## config.mk

```make
export PLATFORM = sky130hd
export DESIGN_NAME = sign_extend_reg
export DESIGN_NICKNAME = d
export VERILOG_FILES = /design/src/rtl/ext_pkg.sv /design/src/rtl/sign_extend_comb.sv /design/src/rtl/sign_extend_reg.sv
export SDC_FILE = /design/constraint.sdc
export NUM_CORES = 1
export LEC_CHECK = 0
export CORE_MARGIN = 2
export CORE_UTILIZATION = 45
export CTS_CLUSTER_DIAMETER = 100
export DETAILED_ROUTE_END_ITERATION = 10
export GPL_TIMING_DRIVEN = 0
export PLACE_DENSITY = 0.78
export REMOVE_ABC_BUFFERS = 1
export SYNTH_ARGS = -nofsm -noshare
export SYNTH_HDL_FRONTEND = slang
export SYNTH_SLANG_ARGS = --single-unit
```

## constraint.sdc

```tcl
create_clock -name i_clk -period 0.8 [get_ports i_clk]
set_input_delay 0.16 -clock i_clk [delete_from_list [all_inputs] [get_ports i_clk]]
set_output_delay 0.16 -clock i_clk [all_outputs]
set_load 0.03 [all_outputs]
```

## src/rtl/ext_pkg.sv

```systemverilog
// ext_pkg: mode encodings and widths shared by the immediate-extension unit
package ext_pkg;
   localparam int IMM_W  = 16;
   localparam int WORD_W = 32;
   localparam logic [1:0] EXT_SIGN  = 2'b00;
   localparam logic [1:0] EXT_ZERO  = 2'b01;
   localparam logic [1:0] EXT_UPPER = 2'b10;
   localparam logic [1:0] EXT_BYTE  = 2'b11;
endpackage

```

## src/rtl/sign_extend_comb.sv

```systemverilog
// sign_extend_comb: combinational mode mux widening an immediate to a word
//   mode   - extension mode (EXT_SIGN/EXT_ZERO/EXT_UPPER/EXT_BYTE)
//   data   - immediate field, IN_W bits
//   result - extended word, OUT_W bits (OUT_W must be 2*IN_W for upper mode)
module sign_extend_comb
   import ext_pkg::*;
#(
   parameter int IN_W  = IMM_W,
   parameter int OUT_W = WORD_W
) (
   input  logic [1:0]       mode,
   input  logic [IN_W-1:0]  data,
   output logic [OUT_W-1:0] result
);
   always_comb
      result = mode == EXT_SIGN  ? {{(OUT_W-IN_W){data[IN_W-1]}}, data} :
               mode == EXT_ZERO  ? {{(OUT_W-IN_W){1'b0}}, data} :
               mode == EXT_UPPER ? {data, {(OUT_W-IN_W){1'b0}}} :
                                   {{(OUT_W-8){data[7]}}, data[7:0]};
endmodule

```

## src/rtl/sign_extend_reg.sv

```systemverilog
// sign_extend_reg: registered immediate extension with a one-cycle valid strobe
//   i_clk   - rising-edge clock
//   i_rst_n - asynchronous active-low reset, clears o_data and o_valid
//   i_valid - request strobe; i_mode and i_data sampled when high
//   i_mode  - extension mode
//   i_data  - immediate field
//   o_valid - high for one cycle after each accepted request
//   o_data  - extended result, held between requests
module sign_extend_reg
   import ext_pkg::*;
#(
   parameter int IN_W  = IMM_W,
   parameter int OUT_W = WORD_W
) (
   input  logic             i_clk,
   input  logic             i_rst_n,
   input  logic             i_valid,
   input  logic [1:0]       i_mode,
   input  logic [IN_W-1:0]  i_data,
   output logic             o_valid,
   output logic [OUT_W-1:0] o_data
);
   logic [OUT_W-1:0] ext;
   sign_extend_comb #(.IN_W(IN_W), .OUT_W(OUT_W)) u_comb (
      .mode   (i_mode),
      .data   (i_data),
      .result (ext)
   );
   // o_data only loads on a request, so X on idle inputs never reaches it
   always_ff @(posedge i_clk or negedge i_rst_n)
      if (!i_rst_n) begin
         o_valid <= 1'b0;
         o_data  <= '0;
      end else begin
         o_valid <= i_valid;
         if (i_valid) o_data <= ext;
      end
endmodule

```

==> After elaboration in Yosys (flattened, before gate mapping) <==
Index checks and enable logic that the tools add are counted.
Widths: inputs -> output; s select.
{ "word_totals": {"word_cells": 8, "ff_bits": 33, "inputBits": 21, "output_inout_bits": 33} }
{ "classes": {"mux": 3, "eq_ne": 2, "n_reduce_logical": 1} }
{ "ops": {"columns": ["cell", "n"], "rows": [
  ["$mux 32", 3],
  ["$eq 2x1->1 const B", 1],
  ["$eq 2x2->1 const B", 1],
  ["$logic_not 2->1", 1]
]} }

==> Longest topological paths before layout <==
Gate-level depths: netlist of the first run.
{ "logic_depth": {"ltp_word": 4, "depth_mapped": 5} }

==> Modules after synthesis <==
A second synthesis of the first run with hierarchy kept.
{ "unflattened": {"cells_unflattened": 133, "area_unflattened_um2": 1873.0} }
{ "modules_own_cells": {"columns": ["mod", "n_inst", "area_each_um2", "cells_each", "seq_area_each_um2"], "rows": [
  ["sign_extend_reg", 1, 1370.1, 69, 825.8],
  ["sign_extend_comb", 1, 503.0, 64, 0.0]
]} }

==> Worst setup path before layout of the first run <==
Ideal clock, no wire load.
{ "synth_timing": {"kind": "input to register", "startpoint": "in i_mode[1]", "endpoint": "reg o_data[16]", "t_arrival_ps": 1025, "t_required_ps": 716, "setup_ps": 84, "path_stages": 5, "setup_slack_ps": -309, "cell_sequence": "buf_6 -> or3b_1 -> buf_6 -> buf_8 -> a41oi_2"} }
{ "synth_between": {"elab_chain_cells": 4, "word_cells_on_any_way": 6} }
{ "synth_lines": {"columns": ["element", "line", "text"], "rows": [
  ["start: declaration", "sign_extend_reg.sv:18", "input logic [1:0] i_mode,"],
  ["$eq 2x2->1", "sign_extend_comb.sv:18", "mode == EXT_UPPER ? {data, {(OUT_W-IN_W){1'b0}}} :"],
  ["$mux 32", "sign_extend_comb.sv:18", null],
  ["$mux 32", "sign_extend_comb.sv:17", "mode == EXT_ZERO ? {{(OUT_W-IN_W){1'b0}}, data} :"],
  ["$mux 32 *", "sign_extend_comb.sv:16", "result = mode == EXT_SIGN ? {{(OUT_W-IN_W){data[IN_W-1]}}, data} :"],
  ["end signal: assignment", "sign_extend_reg.sv:36", "if (i_valid) o_data <= ext;"],
  ["end: declaration", "sign_extend_reg.sv:21", "output logic [OUT_W-1:0] o_data"]
]} }
Mark *: on every way between the ends. The rest lies on a longest branch, timed or not.
A chain may end at the register's enable or synchronous reset.

==> Worst setup path in the final report of the first run <==
{ "layout_timing": {"startpoint": "reg o_data[7]", "endpoint": "out o_data[7]"} }
No word-level cell between the ends.

==> impl_table.tex, run 1 <==
\begin{tabular}{lr}
\hline
Metric & Value \\
\hline
\multicolumn{2}{l}{\textbf{Pwr}} \\
Pleak & 1.00 nW \\
Power Total & 4.43 mW \\
Maximum ir drop on the vdd rail & 0.888 mV \\
Total power density per cell area & 1810 mW/mm\^{}2 \\
\multicolumn{2}{l}{\textbf{Setup path}} \\
Sort of element at the start of the critical path & register \\
Critical path origin & o\_data[7]\$\_DFFE\_PN0P\_ \\
Type of element capturing the critical path & primary output \\
Crit path max-delay cell type & sky130\_fd\_sc\_hd\_\_dfrtp\_1 \\
Type of the worst setup path & reg2out \\
CP Data Arrival Time & 0.89 ns \\
Cell family contributing the most delay on the critical path & flip-flops \\
Peak fanout along the critical path & 2 \\
Series of cell instances along the critical path & buf\_6 \\
Startpoint of the worst-slack reg-to-reg timing path & o\_data[26]\$\_DFFE\_PN0P\_ \\
Required time of the worst setup path & 0.64 ns \\
CP Buf/Inv Count & 1 \\
Delay of the slowest cell on the worst path & 0.42 ns \\
\multicolumn{2}{l}{\textbf{Placed design}} \\
Number of input and output port buffers inserted & 53 \\
Setup WS pre-CTS & -1.92 ns \\
HPWL after DPL & 2.40 mm \\
Routability congestion estimate & 0.764 \\
\multicolumn{2}{l}{\textbf{Cells and area}} \\
Commonest cells after routing, fill and taps aside & sky130\_fd\_sc\_hd\_\_buf\_6, sky130\_fd\_sc\_hd\_\_dfrtp\_1, sky130\_fd\_sc\_hd\_\_nor2\_1 \\
N\_diodes & 0 \\
Number of filler instances in the final layout & 253 \\
Fraction of layout instances using a drive strength above 1 & 0.428 \\
Signed area change from the synthesized netlist to the final layout & 56.3\% \\
NumNets Final & 229 \\
Leading cell type in the layout, fill and taps excluded & sky130\_fd\_sc\_hd\_\_buf\_6 \\
\multicolumn{2}{l}{\textbf{Clock tree}} \\
Skew-Pair Late Insertion Delay & 0.33 ns \\
Number of buffers created by CTS & 5 \\
Maximum buffer depth of the clock tree & 2 \\
Number of H-tree levels & 2 \\
Clock slew at reported path FFs & 0.10 ns \\
Total number of clock tree sinks & 33 \\
Clock Tree Root & sky130\_fd\_sc\_hd\_\_clkbuf\_4 \\
Clock tree from TritonCTS & built \\
\multicolumn{2}{l}{\textbf{Timing}} \\
Maximum clock frequency & 0.950 GHz \\
Worst Skew & 0 ns \\
Worst rel slew slack & 0.504 \\
Final count of hold timing violations & 33 \\
Final worst hold slack & -0.115 ns \\
Final setup TNS & -7.79 ns \\
Clock period minus worst slack & 1.05 ns \\
Worst Max-Slew Pin Slew & 0.743 ns \\
Slew Limit Fails & 0 \\
Tcrit/Tclk final & 1.32 \\
Final setup violation count & 34 \\
Unrepaired setup endpoints after global routing & true \\
Final WS setup & -0.253 ns \\
\multicolumn{2}{l}{\textbf{Run}} \\
Maximum capacitance violations & 0 \\
\multicolumn{2}{l}{\textbf{Yosys}} \\
Syn Inst Count & 148 \\
Post-synth cell types & 19 \\
Mean area per synthesized cell & 10.6 sq um \\
Share of the yosys chip area belonging to registers & 0.527 \\
Yosys synthesis warning count & 0 \\
Synthesized cell area & 0.00157 sq mm \\
Register bit count reported by yosys & 33 \\
\multicolumn{2}{l}{\textbf{GRT}} \\
Initial antenna violation count & 0 \\
Wire length of the first global-routing pass & 6.28 mm \\
Global-route congestion overflow total & 0 \\
Maximum number of pins on one net before global-route repair & 45 \\
GRT Overall Usage & 0.206 \\
Vias in the first global route & 1253 \\
\multicolumn{2}{l}{\textbf{Drt}} \\
Initial detailed-routing violation count & 124 \\
Number of nets with antenna violations after routing & 0 \\
Overall via count from detail\_route & 1378 \\
Routed Wire Length & 4.14 mm \\
Routed vias/inst & 5.43 \\
Iteration count of the initial detailed-routing pass & 4 \\
DRC violations left & 0 \\
Post-detailed-route wirelength per cell & 16.3 um \\
\multicolumn{2}{l}{\textbf{Die}} \\
Die outline height & 63.0 um \\
Core region area & 0.00334 sq mm \\
Starting utilization of the core area & 0.470 \\
Count of standard-cell rows & 21 \\
DIE AREA & 0.00397 sq mm \\
Number of top-level pins & 54 \\
Chip width & 63.0 um \\
\multicolumn{2}{l}{\textbf{Status}} \\
Result of the run & complete, but fails checks \\
Violations in the final reports & hold timing, setup timing \\
\multicolumn{2}{l}{\textbf{Hold path}} \\
Class of the worst hold path & in2async \\
\hline
\end{tabular}
==> metrics by stage <==
step,util,std cells,instance area (sq um),hold WS (ns)
5_1_grt,0.734,254,2450,-0.0811
4_1_cts,0.696,251,2320,-0.104
3_3_place_gp,0.619,231,2070,0.517
6_report,0.734,254,2450,-0.115
2_1_floorplan,-,132,1480,-0.136
3_5_place_dp,0.622,232,2080,0.261
==> synthesized netlist by cell type <==
cell type | n | area, sq um
sky130_fd_sc_hd__a31oi_4 | 1 | 21.3
sky130_fd_sc_hd__buf_8 | 1 | 15.0
sky130_fd_sc_hd__clkbuf_1 | 7 | 26.3
sky130_fd_sc_hd__a41oi_2 | 9 | 146
sky130_fd_sc_hd__nand3b_1 | 14 | 105
sky130_fd_sc_hd__a41oi_1 | 5 | 43.8
sky130_fd_sc_hd__nand2_1 | 9 | 33.8
sky130_fd_sc_hd__or3b_1 | 1 | 8.76
sky130_fd_sc_hd__dfrtp_1 | 33 | 826
sky130_fd_sc_hd__nand3_1 | 1 | 5.00
sky130_fd_sc_hd__buf_1 | 4 | 15.0
sky130_fd_sc_hd__nor2b_1 | 1 | 6.26
sky130_fd_sc_hd__buf_2 | 2 | 10.0
sky130_fd_sc_hd__nor2_1 | 24 | 90.1
sky130_fd_sc_hd__a31oi_1 | 9 | 56.3
sky130_fd_sc_hd__nand2b_1 | 9 | 56.3
sky130_fd_sc_hd__o22ai_1 | 8 | 50.1
sky130_fd_sc_hd__buf_6 | 2 | 22.5
sky130_fd_sc_hd__inv_1 | 8 | 30.0
==> state kept, by name (all words and copies together), names as in the netlist <==
name and count:
o_data 32, o_valid 1
==> cells by family after synthesis <==
family                 share of synthesized area
DFF                                        0.527
and+or+nand+nor                            0.195
buffers and inverters                     0.0758
AOI/OAI and AO/OA                          0.203
==> cell type report <==
type / instances / area (sq um) / area share
repair buffers: 67 / 716 / 0.292
clock buffers: 7 / 55.1 / 0.0225
inverters: 8 / 30.0 / 0.0123
multi-input cells: 93 / 766 / 0.313
flip-flops and latches: 33 / 826 / 0.337
well taps: 46 / 57.6 / 0.0235
==> what timing repair did <==
| action | in CTS | in global routing |
|---|---|---|
| cloned | 2 | 0 |
| setup buffers | 10 | 9 |
| endpoints found under the setup margin | 65 | 57 |
| pin swaps | 1 | 6 |
| hold endpoints to repair | 33 | 33 |
| gates resized for setup | 262 | 26 |
==> worst register-to-register path, cell delays in order (launching register included) <==
cell and delay (ns):
sky130_fd_sc_hd__dfrtp_1 0.41, sky130_fd_sc_hd__buf_6 0.13, sky130_fd_sc_hd__nor2_4 0.10, sky130_fd_sc_hd__a41oi_2 0.04
==> worst paths after layout <==
kind	to	slack, ns	depth (start not counted)
worst max-delay path	o_data[7]	-0.25	1
worst min-delay path	o_data[27]$_DFFE_PN0P_	-0.12	1
worst max register to register	o_data[26]$_DFFE_PN0P_	-0.01	3
worst min register to register	o_data[2]$_DFFE_PN0P_	0.56	2
max in group asynchronous	o_data[19]$_DFFE_PN0P_	0.44	1
min in group i_clk	o_valid$_DFF_PN0_	0.16	1
==> report_power, final <==
group | internal [mW] | switching (mW)
logic | 0.713 | 0.797
clock network | 0.415 | 0.527
registers | 1.84 | 0.138
total | 2.97 | 1.46
==> routing by layer <==
metal / vias up / global-route usage / wire [um]
li1: 643 / - / -
met1: 674 / 0.275 / 1660
met2: 55 / 0.314 / 2150
met3: 6 / 0.0486 / 265
met4: 0 / 0.103 / 66
met5: - / 0 / 0
Power figures use the tool's default switching activity.
==> inputs of run 2 (changes only) <==
--- a/config.mk
+++ b/config.mk
@@ -10,7 +10,7 @@
 export CTS_CLUSTER_DIAMETER = 100
 export DETAILED_ROUTE_END_ITERATION = 10
 export GPL_TIMING_DRIVEN = 0
-export PLACE_DENSITY = 0.78
+export PLACE_DENSITY = 0.88
 export REMOVE_ABC_BUFFERS = 1
 export SYNTH_ARGS = -nofsm -noshare
 export SYNTH_HDL_FRONTEND = slang
==> impl_table.tex, run 2 (synthesized netlist as in run 1, its figures left out) <==
\begin{tabular}{lr}
\hline
Metric & Value \\
\hline
\multicolumn{2}{l}{\textbf{Status}} \\
Result of the run & complete, but fails checks (unchanged) \\
Violations in the final reports & hold timing, setup timing (unchanged) \\
\multicolumn{2}{l}{\textbf{GRT}} \\
Global-route congestion overflow total & 0 (unchanged) \\
Maximum number of pins on one net before global-route repair & 46 (was 45) \\
GRT Overall Usage & 0.221 (was 0.206) \\
Wire length of the first global-routing pass & 6.67 mm (was 6.28 mm) \\
Initial antenna violation count & 0 (unchanged) \\
Vias in the first global route & 1363 (was 1253) \\
\multicolumn{2}{l}{\textbf{Die}} \\
Starting utilization of the core area & 0.470 (unchanged) \\
Number of top-level pins & 54 (unchanged) \\
DIE AREA & 0.00397 sq mm (unchanged) \\
Core region area & 0.00334 sq mm (unchanged) \\
Count of standard-cell rows & 21 (unchanged) \\
Die outline height & 63.0 um (unchanged) \\
Chip width & 63.0 um (unchanged) \\
\multicolumn{2}{l}{\textbf{Setup path}} \\
Delay of the slowest cell on the worst path & 0.43 ns (was 0.42 ns) \\
Worst-case reg-to-reg path depth & 3 (unchanged) \\
Crit path max-delay cell type & sky130\_fd\_sc\_hd\_\_dfrtp\_1 (unchanged) \\
Series of cell instances along the critical path & buf\_6 (unchanged) \\
Type of the worst setup path & reg2out (unchanged) \\
Required time of the worst setup path & 0.64 ns (about the same) \\
Cell family contributing the most delay on the critical path & flip-flops (unchanged) \\
CP Data Arrival Time & 0.93 ns (was 0.89 ns) \\
Worst r2r dst & o\_data[27]\$\_DFFE\_PN0P\_ (was o\_data[26]\$\_DFFE\_PN0P\_) \\
CP Buf/Inv Count & 1 (unchanged) \\
Peak fanout along the critical path & 2 (unchanged) \\
Startpoint of the worst-slack reg-to-reg timing path & o\_data[27]\$\_DFFE\_PN0P\_ (was o\_data[26]\$\_DFFE\_PN0P\_) \\
Setup slack on the worst flop-to-flop path & -0.04 ns (was -0.01 ns) \\
Sort of element at the start of the critical path & register (unchanged) \\
Type of element capturing the critical path & primary output (unchanged) \\
\multicolumn{2}{l}{\textbf{Drt}} \\
Overall via count from detail\_route & 1440 (was 1378) \\
Number of nets with antenna violations after routing & 0 (unchanged) \\
DRC violations left & 0 (unchanged) \\
Routed Wire Length & 4.78 mm (was 4.14 mm) \\
Top routing layer in use & met4 (unchanged) \\
Iteration count of the initial detailed-routing pass & 4 (unchanged) \\
Met2 wire len & 2.54 mm (was 2.15 mm) \\
Post-detailed-route wirelength per cell & 18.5 um (was 16.3 um) \\
WL met1 & 1.92 mm (was 1.66 mm) \\
Initial detailed-routing violation count & 112 (was 124) \\
Met3 Routed Length & 254 um (was 265 um) \\
Routed vias/inst & 5.56 (was 5.43) \\
\multicolumn{2}{l}{\textbf{Pwr}} \\
Maximum ir drop on the vdd rail & 1.49 mV (was 0.888 mV) \\
Switch share & 0.355 (was 0.330) \\
Sw power & 1.61 mW (was 1.46 mW) \\
Share of power burned in registers & 0.437 (was 0.447) \\
Pleak & 1.03 nW (was 1.00 nW) \\
Combinational fraction of design power & 0.357 (was 0.341) \\
Power Total & 4.55 mW (was 4.43 mW) \\
Relative contribution of the clock network to total power & 0.206 (was 0.212) \\
Int Power & 2.94 mW (was 2.97 mW) \\
Total power density per cell area & 1790 mW/mm\^{}2 (was 1810 mW/mm\^{}2) \\
\multicolumn{2}{l}{\textbf{Clock tree}} \\
Skew-Pair Late Insertion Delay & 0.33 ns (about the same) \\
Clock tree from TritonCTS & built (unchanged) \\
Clock slew at reported path FFs & 0.11 ns (was 0.10 ns) \\
Number of buffers created by CTS & 5 (unchanged) \\
Maximum buffer depth of the clock tree & 2 (unchanged) \\
Total number of clock tree sinks & 33 (unchanged) \\
Number of H-tree levels & 2 (unchanged) \\
Clock Tree Root & sky130\_fd\_sc\_hd\_\_clkbuf\_4 (unchanged) \\
\multicolumn{2}{l}{\textbf{Timing}} \\
Unrepaired setup endpoints after global routing & true (unchanged) \\
Worst rel slew slack & 0.519 (was 0.504) \\
Worst Skew & 0 ns (unchanged) \\
Maximum clock frequency & 0.917 GHz (was 0.950 GHz) \\
Final WS setup & -0.290 ns (was -0.253 ns) \\
Final setup violation count & 40 (was 34) \\
Slew Limit Fails & 0 (unchanged) \\
Tcrit/Tclk final & 1.36 (was 1.32) \\
Final worst hold slack & -0.135 ns (was -0.115 ns) \\
Clock period minus worst slack & 1.09 ns (was 1.05 ns) \\
Final count of hold timing violations & 33 (unchanged) \\
Worst Max-Slew Pin Slew & 0.721 ns (was 0.743 ns) \\
\multicolumn{2}{l}{\textbf{Placed design}} \\
Routability congestion estimate & 0.799 (was 0.764) \\
Number of input and output port buffers inserted & 53 (unchanged) \\
HPWL after DPL & 2.53 mm (was 2.40 mm) \\
Placement Cell Area & 0.00208 sq mm (unchanged) \\
Setup WS pre-CTS & -1.94 ns (was -1.92 ns) \\
\# placed instances & 232 (unchanged) \\
\multicolumn{2}{l}{\textbf{Cells and area}} \\
Final Instance Count excl. Fillers & 259 (was 254) \\
Number of filler instances in the final layout & 210 (was 253) \\
NumNets Final & 233 (was 229) \\
Largest registers & o\_data: 32 flops, o\_valid: 1 flops (unchanged) \\
Post-Route Utilization & 0.762 (was 0.734) \\
Register name with the most flops & o\_data (unchanged) \\
Signed area change from the synthesized netlist to the final layout & 62.2\% (was 56.3\%) \\
N\_diodes & 0 (unchanged) \\
Max reg flops & 32 (unchanged) \\
Leading cell type in the layout, fill and taps excluded & sky130\_fd\_sc\_hd\_\_buf\_6 (unchanged) \\
Fraction of layout instances using a drive strength above 1 & 0.469 (was 0.428) \\
Total non-filler cell area in the finished layout & 0.00254 sq mm (was 0.00245 sq mm) \\
Commonest cells after routing, fill and taps aside & sky130\_fd\_sc\_hd\_\_buf\_6, sky130\_fd\_sc\_hd\_\_dfrtp\_1, sky130\_fd\_sc\_hd\_\_nand3b\_1, sky130\_fd\_sc\_hd\_\_a41oi\_2, sky130\_fd\_sc\_hd\_\_clkdlybuf4s50\_1 (was sky130\_fd\_sc\_hd\_\_buf\_6, sky130\_fd\_sc\_hd\_\_dfrtp\_1, sky130\_fd\_sc\_hd\_\_nor2\_1) \\
\multicolumn{2}{l}{\textbf{Hold path}} \\
Class of the worst hold path & in2async (unchanged) \\
\multicolumn{2}{l}{\textbf{Run}} \\
Maximum capacitance violations & 0 (unchanged) \\
\hline
\end{tabular}
[run 2: how the worst max path moves through the flow]
stage,from,end,slack [ns],cells after the start
floorplan,i_mode[1],o_data[25]$_DFFE_PN0P_,-0.40,2
global placement,i_valid,o_data[23]$_DFFE_PN0P_,-1.84,3
detailed placement,i_mode[1],o_data[27]$_DFFE_PN0P_,-1.94,3
CTS,o_data[22]$_DFFE_PN0P_,o_data[22],-0.28,1
global route,o_data[22]$_DFFE_PN0P_,o_data[22],-0.33,1
finish,o_data[10]$_DFFE_PN0P_,o_data[10],-0.29,1
[run 2: repair_timing]
action | 4_1_cts | 5_1_grt
hold endpoints to repair | 33 | 33
cloned | 3 | 0
setup buffers | 12 | 10
pin swaps | 1 | 7
setup endpoints to repair | 65 | 62
resized for setup | 267 | 39
[run 2: power by group through the flow]
stage               registers [mW]  clock network (mW)  logic [mW]
floorplan                     2.31                   0       0.265
global placement              1.96                   0        1.22
detailed placement            1.97                   0        1.25
CTS                           1.97               0.932        1.45
global route                  2.01                1.06        1.71
finish                        1.99               0.936        1.62
[run 2: per-layer routing]
metal	global-route usage	vias up
met2	0.367	56
met4	0.0722	0
met3	0.0703	6
li1	-	660
met5	0	-
met1	0.273	718
[run 2: layout make-up]
cell class	instances	area, sq um	area share
well taps	46	57.6	0.0226
repair buffers	70	759	0.299
clock buffers	5	37.5	0.0148
inverters	8	30.0	0.0118
flip-flops and latches	33	826	0.325
clock inverters	3	17.5	0.00689
multi-input cells	94	815	0.320
[run 2: per-stage QoR]
step | hold slack (ns) | TNS [ns]
after floorplan | -0.136 | -8.44
after global placement | 0.517 | -103.12
after detailed placement | 0.251 | -66.88
after CTS | -0.121 | -8.22
after global routing | -0.0946 | -10.31
final | -0.135 | -8.57
